[src/rtl/uart_edge_sync_pkg.sv]
// Shared constants for the multi-channel UART/SCI input conditioner:
// per-channel edge-mode encodings and the filter counter width.
package uart_edge_sync_pkg;
  localparam int CNT_W = 4;

  localparam logic [1:0] EDGE_OFF  = 2'b00;
  localparam logic [1:0] EDGE_RISE = 2'b01;
  localparam logic [1:0] EDGE_FALL = 2'b10;
  localparam logic [1:0] EDGE_BOTH = 2'b11;
endpackage

[src/rtl/uart_edge_sync_ch.sv]
// One conditioner channel: synchroniser, run-length glitch filter, mode-qualified
// edge pulse and optional sticky flag (UART_EDGE_SYNC_STICKY_EN).
module uart_edge_sync_ch
  import uart_edge_sync_pkg::*;
#(
  parameter int SYNC_STAGES = 2,
  parameter int FILTER      = 1
) (
  input  logic       iCLOCK,
  input  logic       inRESET,
  input  logic       iRESET_SYNC,
  input  logic       iSIGNAL,
  input  logic [1:0] iMODE,
  input  logic       iEVENT_CLR,
  output logic       oLEVEL,
  output logic       oEDGE,
  output logic       oEVENT
);
  localparam logic [CNT_W-1:0] LIM = CNT_W'(FILTER - 1);

  logic [SYNC_STAGES-1:0] sync_q;
  logic [CNT_W-1:0]       cnt_q;
  logic                   s;
  logic                   accept;
  logic                   edge_ok;

  assign s      = sync_q[SYNC_STAGES-1];
  assign accept = (s != oLEVEL) && (cnt_q == LIM);

  // On an accepted change the new level equals s, so s alone tells the direction.
  always_comb begin
    edge_ok = 1'b0;
    case (iMODE)
      EDGE_RISE: edge_ok = s;
      EDGE_FALL: edge_ok = ~s;
      EDGE_BOTH: edge_ok = 1'b1;
      default:   edge_ok = 1'b0;
    endcase
  end

  always_ff @(posedge iCLOCK or negedge inRESET) begin
    if (!inRESET) begin
      sync_q <= '0;
      cnt_q  <= '0;
      oLEVEL <= 1'b0;
      oEDGE  <= 1'b0;
    end else if (iRESET_SYNC) begin
      sync_q <= '0;
      cnt_q  <= '0;
      oLEVEL <= 1'b0;
      oEDGE  <= 1'b0;
    end else begin
      sync_q <= {sync_q[SYNC_STAGES-2:0], iSIGNAL};
      oEDGE  <= accept & edge_ok;
      if (s == oLEVEL) begin
        cnt_q <= '0;
      end else if (accept) begin
        oLEVEL <= s;
        cnt_q  <= '0;
      end else begin
        cnt_q <= cnt_q + 1'b1;
      end
    end
  end

`ifdef UART_EDGE_SYNC_STICKY_EN
  // Set takes priority so a clear coinciding with a new pulse never loses it.
  always_ff @(posedge iCLOCK or negedge inRESET) begin
    if (!inRESET)         oEVENT <= 1'b0;
    else if (iRESET_SYNC) oEVENT <= 1'b0;
    else if (oEDGE)       oEVENT <= 1'b1;
    else if (iEVENT_CLR)  oEVENT <= 1'b0;
  end
`else
  logic unused_clr;
  assign unused_clr = iEVENT_CLR;
  assign oEVENT     = 1'b0;
`endif
endmodule

[src/rtl/uart_edge_sync.sv]
// N-channel async-input conditioner: sync + glitch filter + selectable edge pulses.
// Sticky event flags are built only with UART_EDGE_SYNC_STICKY_EN defined.
module uart_edge_sync
  import uart_edge_sync_pkg::*;
#(
  parameter int N           = 1,
  parameter int SYNC_STAGES = 2,
  parameter int FILTER      = 1
) (
  input  logic           iCLOCK,
  input  logic           inRESET,
  input  logic           iRESET_SYNC,
  input  logic [N-1:0]   iSIGNAL,
  input  logic [2*N-1:0] iMODE,
  input  logic [N-1:0]   iEVENT_CLR,
  output logic [N-1:0]   oLEVEL,
  output logic [N-1:0]   oEDGE,
  output logic [N-1:0]   oEVENT
);
  generate
    if (N < 1)
      begin : g_bad_n $error("uart_edge_sync: N must be >= 1"); end
    if (SYNC_STAGES < 2 || SYNC_STAGES > 4)
      begin : g_bad_sync $error("uart_edge_sync: SYNC_STAGES must be 2..4"); end
    if (FILTER < 1 || FILTER > (1 << CNT_W) - 1)
      begin : g_bad_filter $error("uart_edge_sync: FILTER must be 1..15"); end
  endgenerate

  for (genvar i = 0; i < N; i++) begin : g_ch
    uart_edge_sync_ch #(
      .SYNC_STAGES(SYNC_STAGES),
      .FILTER     (FILTER)
    ) u_ch (
      .iCLOCK     (iCLOCK),
      .inRESET    (inRESET),
      .iRESET_SYNC(iRESET_SYNC),
      .iSIGNAL    (iSIGNAL[i]),
      .iMODE      (iMODE[2*i+1:2*i]),
      .iEVENT_CLR (iEVENT_CLR[i]),
      .oLEVEL     (oLEVEL[i]),
      .oEDGE      (oEDGE[i]),
      .oEVENT     (oEVENT[i])
    );
  end
endmodule

[config.mk]
export PLATFORM = sky130hd
export DESIGN_NAME = uart_edge_sync
export DESIGN_NICKNAME = d
export VERILOG_FILES = /design/src/rtl/uart_edge_sync_pkg.sv /design/src/rtl/uart_edge_sync_ch.sv /design/src/rtl/uart_edge_sync.sv
export SDC_FILE = /design/constraint.sdc
export NUM_CORES = 1
export LEC_CHECK = 0
export CORE_AREA = 5 5 42 44
export CTS_BUF_LIST = sky130_fd_sc_hd__clkbuf_8
export CTS_CLUSTER_DIAMETER = 150
export DETAILED_ROUTE_END_ITERATION = 16
export DIE_AREA = 0 0 47 49
export GPL_ROUTABILITY_DRIVEN = 0
export HOLD_SLACK_MARGIN = 0.06
export PLACE_DENSITY = 0.58
export SETUP_SLACK_MARGIN = 0.2
export SYNTH_ARGS = -nofsm -noshare
export SYNTH_HDL_FRONTEND = slang
export SYNTH_HIERARCHICAL = 1
export SYNTH_SLANG_ARGS = --single-unit
[constraint.sdc]
create_clock -name iCLOCK -period 1.7 [get_ports iCLOCK]
set_clock_uncertainty 0.05 [all_clocks]
set_input_delay 0.51 -clock iCLOCK [delete_from_list [all_inputs] [get_ports iCLOCK]]
set_output_delay 0.51 -clock iCLOCK [all_outputs]
set_load 0.02 [all_outputs]
; Word level (Yosys, flattened, before mapping)
; Index checks and enable logic that the tools add are counted.
[word_totals]
in_bits = 7
regBits = 8
[op_classes]
add_sub_neg = 1
mux = 9
bitwise = 2
eq_ne = 6
n_reduce_logical = 4
[op_table]
columns = operator, n
row1 = $mux W4, 3
row2 = $add A4 B1 Y4 const B, 1
row3 = $eq A2 B2 Y1 const B, 2
row4 = $logic_not A4 Y1, 1
row5 = $mux W1, 4
row6 = $pmux W1 S3, 1
row7 = $eq A2 B1 Y1 const B, 1
row8 = $mux W2, 1
row9 = $ne A2 B2 Y1 const B, 1
row10 = $reduce_and A2 Y1, 1
row11 = $reduce_bool A2 Y1, 1
row12 = $and A1 B1 Y1, 1
row13 = $eq A1 B1 Y1, 1
row14 = $logic_and A1 B1 Y1, 1
row15 = $ne A1 B1 Y1, 1
row16 = $not A1 Y1, 1

; Longest topological paths before layout
[depth]
depth_word = 5
depth_mapped = 5
mapped_depth_nobuf = 5

; Worst setup path after synthesis
; OpenSTA, ideal clock, no wires.
[synth_path]
kind = reg2reg
start = register g_ch[0].u_ch.cnt_q[0]
end = register g_ch[0].u_ch.oLEVEL
path_buffers = 0
t_arrival_ns = 1.027
stages_incl_launch_ff = 6
slack_ns = 0.505
required_time_ns = 1.531
cell_sequence = dfrtp_1 inv_1 ha_1 nor3b_4 mux2i_1 nor2_1
[synth_between]
elab_chain_cells = 4
[synth_rtl]
columns = element, line
row1 = start: declaration, uart_edge_sync_ch.sv:22  ; logic [CNT_W-1:0] cnt_q;
row2 = start signal: assignment, uart_edge_sync_ch.sv:61  ; cnt_q <= cnt_q + 1'b1;
row3 = $logic_not A4 Y1, uart_edge_sync_ch.sv:28  ; assign accept = (s != oLEVEL) && (cnt_q == LIM);
row4 = $logic_and A1 B1 Y1, uart_edge_sync_ch.sv:28
row5 = $reduce_bool A2 Y1 (no line), n/a
row6 = $reduce_and A2 Y1 (no line), n/a
row7 = end signal: assignment, uart_edge_sync_ch.sv:58  ; oLEVEL <= s;
row8 = end: declaration, uart_edge_sync_ch.sv:15  ; output logic oLEVEL,
; Every way passes these cells.
; A chain may end at the register's enable or synchronous reset.

; Worst setup path in the final report
[layout_path]
start = register g_ch[0].u_ch.oLEVEL
end = output oLEVEL
[layout_rtl]
columns = element, line
row1 = end: declaration, uart_edge_sync.sv:16  ; output logic [N-1:0] oLEVEL,
; No word-level cell between the ends.

==> out/metrics.cfg <==
[route]
viasPerCell=4.12
postRouteAntennaNets=0
dr.pass1.iters=1
avgRoutedWirePerCell_um=10.2
drc_errors=0
drt-initial-drc-count=0
wl_um=603
vias=243

[cells_and_area]
final_core_utilization=0.359
drive_above_1_share=0.116
diodes=0
fillers=154
nets=54
syn2layout_area_growth_pct=34.9

[yosys]
synth-simple-area-share=0.225
avgSynthCellArea_um2=11.3
netlist_instances=33
synth_top_family_by_area=simple AND/OR/NAND/NOR gates
synthAdderAreaFrac=0.0671
ys_seq_area_frac=0.537
synth_xor_area_frac=0.0705
yosys_register_bits=8
synthMuxAreaShare=0.0268
synth_cell_types=18
synth-compound-area-share=0.0134
netlist_area_um2=373
ys.warnings.count=6
syn-num-nets=42

[timing]
final-hold-violation-count=0
period_share=0.851
rsz0062_at_grt=no
drv_slew=0
setup_violations=0
clock.fmax_ghz=0.692
fin_tns_setup_ns=0
fin_crit_ns=1.45

[clock_tree]
root_buffer=clkbuf_8
cts.sinks=8
cts-htree-levels=1
clkLatencyLatePin_ns=0.23
path_clk_slew_ns=0.04
cts_buffer_depth=2
cts-buffers-inserted=3
post_cts_buffers=0
cts_tree=built

[grt]
grt.met2_usage=0.0792
grt_usage=0.0646
grt_overflow=0
grt_use_met3=0.0332
top_usage_layer=met2
grt_max_degree=9
grt_pass1_wl_um=966
grt_pass1_vias=236
met1_usage=0.0721
antenna_found_initial=0

[placement]
io_buffers=7

[worst_setup_path]
critPathMaxStageDelay_ns=0.37
reg2reg_from=g_ch[0].u_ch/cnt_q[0]
worstRegToRegCells=5
path_class=register to primary output
crit_slowest_cell=dfrtp_1
cp.arrival_ns=0.89
critical-path-top-delay-family=flip-flops
worstPathCellList=clkdlybuf4s15_1
path_depth=1
path_max_fanout=2
worstPathRequired_ns=1.14
cp_num_buf_inv=1
critPathLaunchType=register
critPathLaunch=g_ch[0].u_ch/oLEVEL
endpoint_kind=primary output

[die]
start_util=0.266
ios=10
core_um2=1400
die_w_um=47
dieArea_um2=2300
rows=14
chipHeight_um=49

[pwr]
power.leakage_uw=0.000242
irDropWorstVdd_mv=0.339
power.density_nw_per_um2=901

[run]
cap_violations=0

[worst_hold_path]
min_path_type=register to register
hold_depth=1
hold_start=g_ch[0].u_ch/sync_q[0]

[outcome]
outcome=finished clean

registers in the layout, indices dropped and copies added, names as in the netlist:
| signal | flops |
|---|---|
| g_ch.u_ch/oEDGE | 1 |
| g_ch.u_ch/oLEVEL | 1 |
| g_ch.u_ch/sync_q | 2 |
| g_ch.u_ch/cnt_q | 4 |
layer usage:
metal | vias up | share of wire
met5 | - | 0
met4 | 0 | 0.023
li1 | 123 | -
met1 | 111 | 0.44
met3 | 2 | 0.063
met2 | 7 | 0.47
repair_timing:
| action | in CTS | in global routing |
|---|---|---|
| resized for setup | 2 | 1 |
| hold buffers | 0 | 0 |
| setup endpoints to repair | 2 | 1 |
final cells by class:
| class | instances | area, um2 | area share |
|---|---|---|---|
| Tap cell | 16 | 20.0 | 0.0398 |
| Timing Repair Buffer | 8 | 76.3 | 0.152 |
| Inverter | 3 | 11.3 | 0.0224 |
| Multi-Input combinational cell | 21 | 154 | 0.306 |
| Clock buffer | 3 | 41.3 | 0.0821 |
| Sequential cell | 8 | 200 | 0.398 |
where the power goes:
part / internal [uW] / total [uW] / switching [uW] / leakage, uW
registers: 195 / 196 / 1.54 / 0.000110
logic: 15.9 / 28.9 / 13.1 / 0.000111
clock network: 153 / 228 / 75.0 / 0.0000216
total: 364 / 453 / 89.6 / 0.000242
cell usage in the layout, fill, tap and decap left out, drive strengths merged:
cell type | Yosys | routed
dfrtp | 8 | 8
clkdlybuf4s50 | 0 | 5
clkbuf | 0 | 3
inv | 3 | 3
nor2 | 3 | 3
nor2b | 2 | 2
xor2 | 2 | 2
nor3 | 2 | 2
ha | 2 | 2
xnor2 | 1 | 1
nand2b | 1 | 1
nor3b | 1 | 1
nand3 | 1 | 1
nand2 | 1 | 1
nand3b | 1 | 1
o21ai | 1 | 1
and3b | 1 | 1
mux2i | 1 | 1
conb | 1 | 1
buf | 1 | 1
dlygate4sd2 | 0 | 1
clkdlybuf4s15 | 0 | 1
worst paths after layout:
check	slack (ns)	endpoint
max reg2reg	0.41	g_ch[0].u_ch/oLEVEL
max in group asynchronous	0.83	g_ch[0].u_ch/cnt_q[1]
min reg2reg	0.41	g_ch[0].u_ch/sync_q[1]
max	0.25	oLEVEL
min in group asynchronous	0.51	g_ch[0].u_ch/oEDGE
min	0.41	g_ch[0].u_ch/sync_q[1]
metrics by stage:
step / instances / setup WS [ns] / hold slack, ns / instance area (um2) / power [uW]
6_report: 59 / 0.254 / 0.411 / 503 / 453
5_1_grt: 59 / 0.219 / 0.438 / 503 / 469
4_1_cts: 59 / 0.210 / 0.414 / 502 / 464
3_5_place_dp: 56 / 0.133 / 0.402 / 463 / 229
3_3_place_gp: 56 / 0.142 / 0.395 / 463 / 229
2_1_floorplan: 33 / 0.505 / 0.164 / 373 / 210
cells in the mapped netlist (all sizes together):
master  instances  area, um2
inv             3       11.3
xnor2           1       8.76
nor3            2       10.0
o21ai           1       5.00
nand2b          1       6.26
mux2i           1       10.0
conb            1       3.75
buf             1       7.51
nor2b           2       12.5
nor3b           1       18.8
xor2            2       17.5
nand3           1       5.00
and3b           1       8.76
dfrtp           8        200
nand2           1       3.75
ha              2       25.0
nand3b          1       7.51
nor2            3       11.3
logic make-up (layout without fill, tap and decap cells):
group | count (synthesis) | in the layout
adder cells (fa/ha/maj) | 2 | 2
XOR/XNOR | 3 | 3
AND/OR/NAND/NOR | 13 | 13
AO/OA/AOI/OAI | 1 | 1
buffers and inverters | 4 | 14
other | 1 | 1
multiplexers | 1 | 1
flip-flops | 8 | 8
Power figures use the tool's default switching activity.
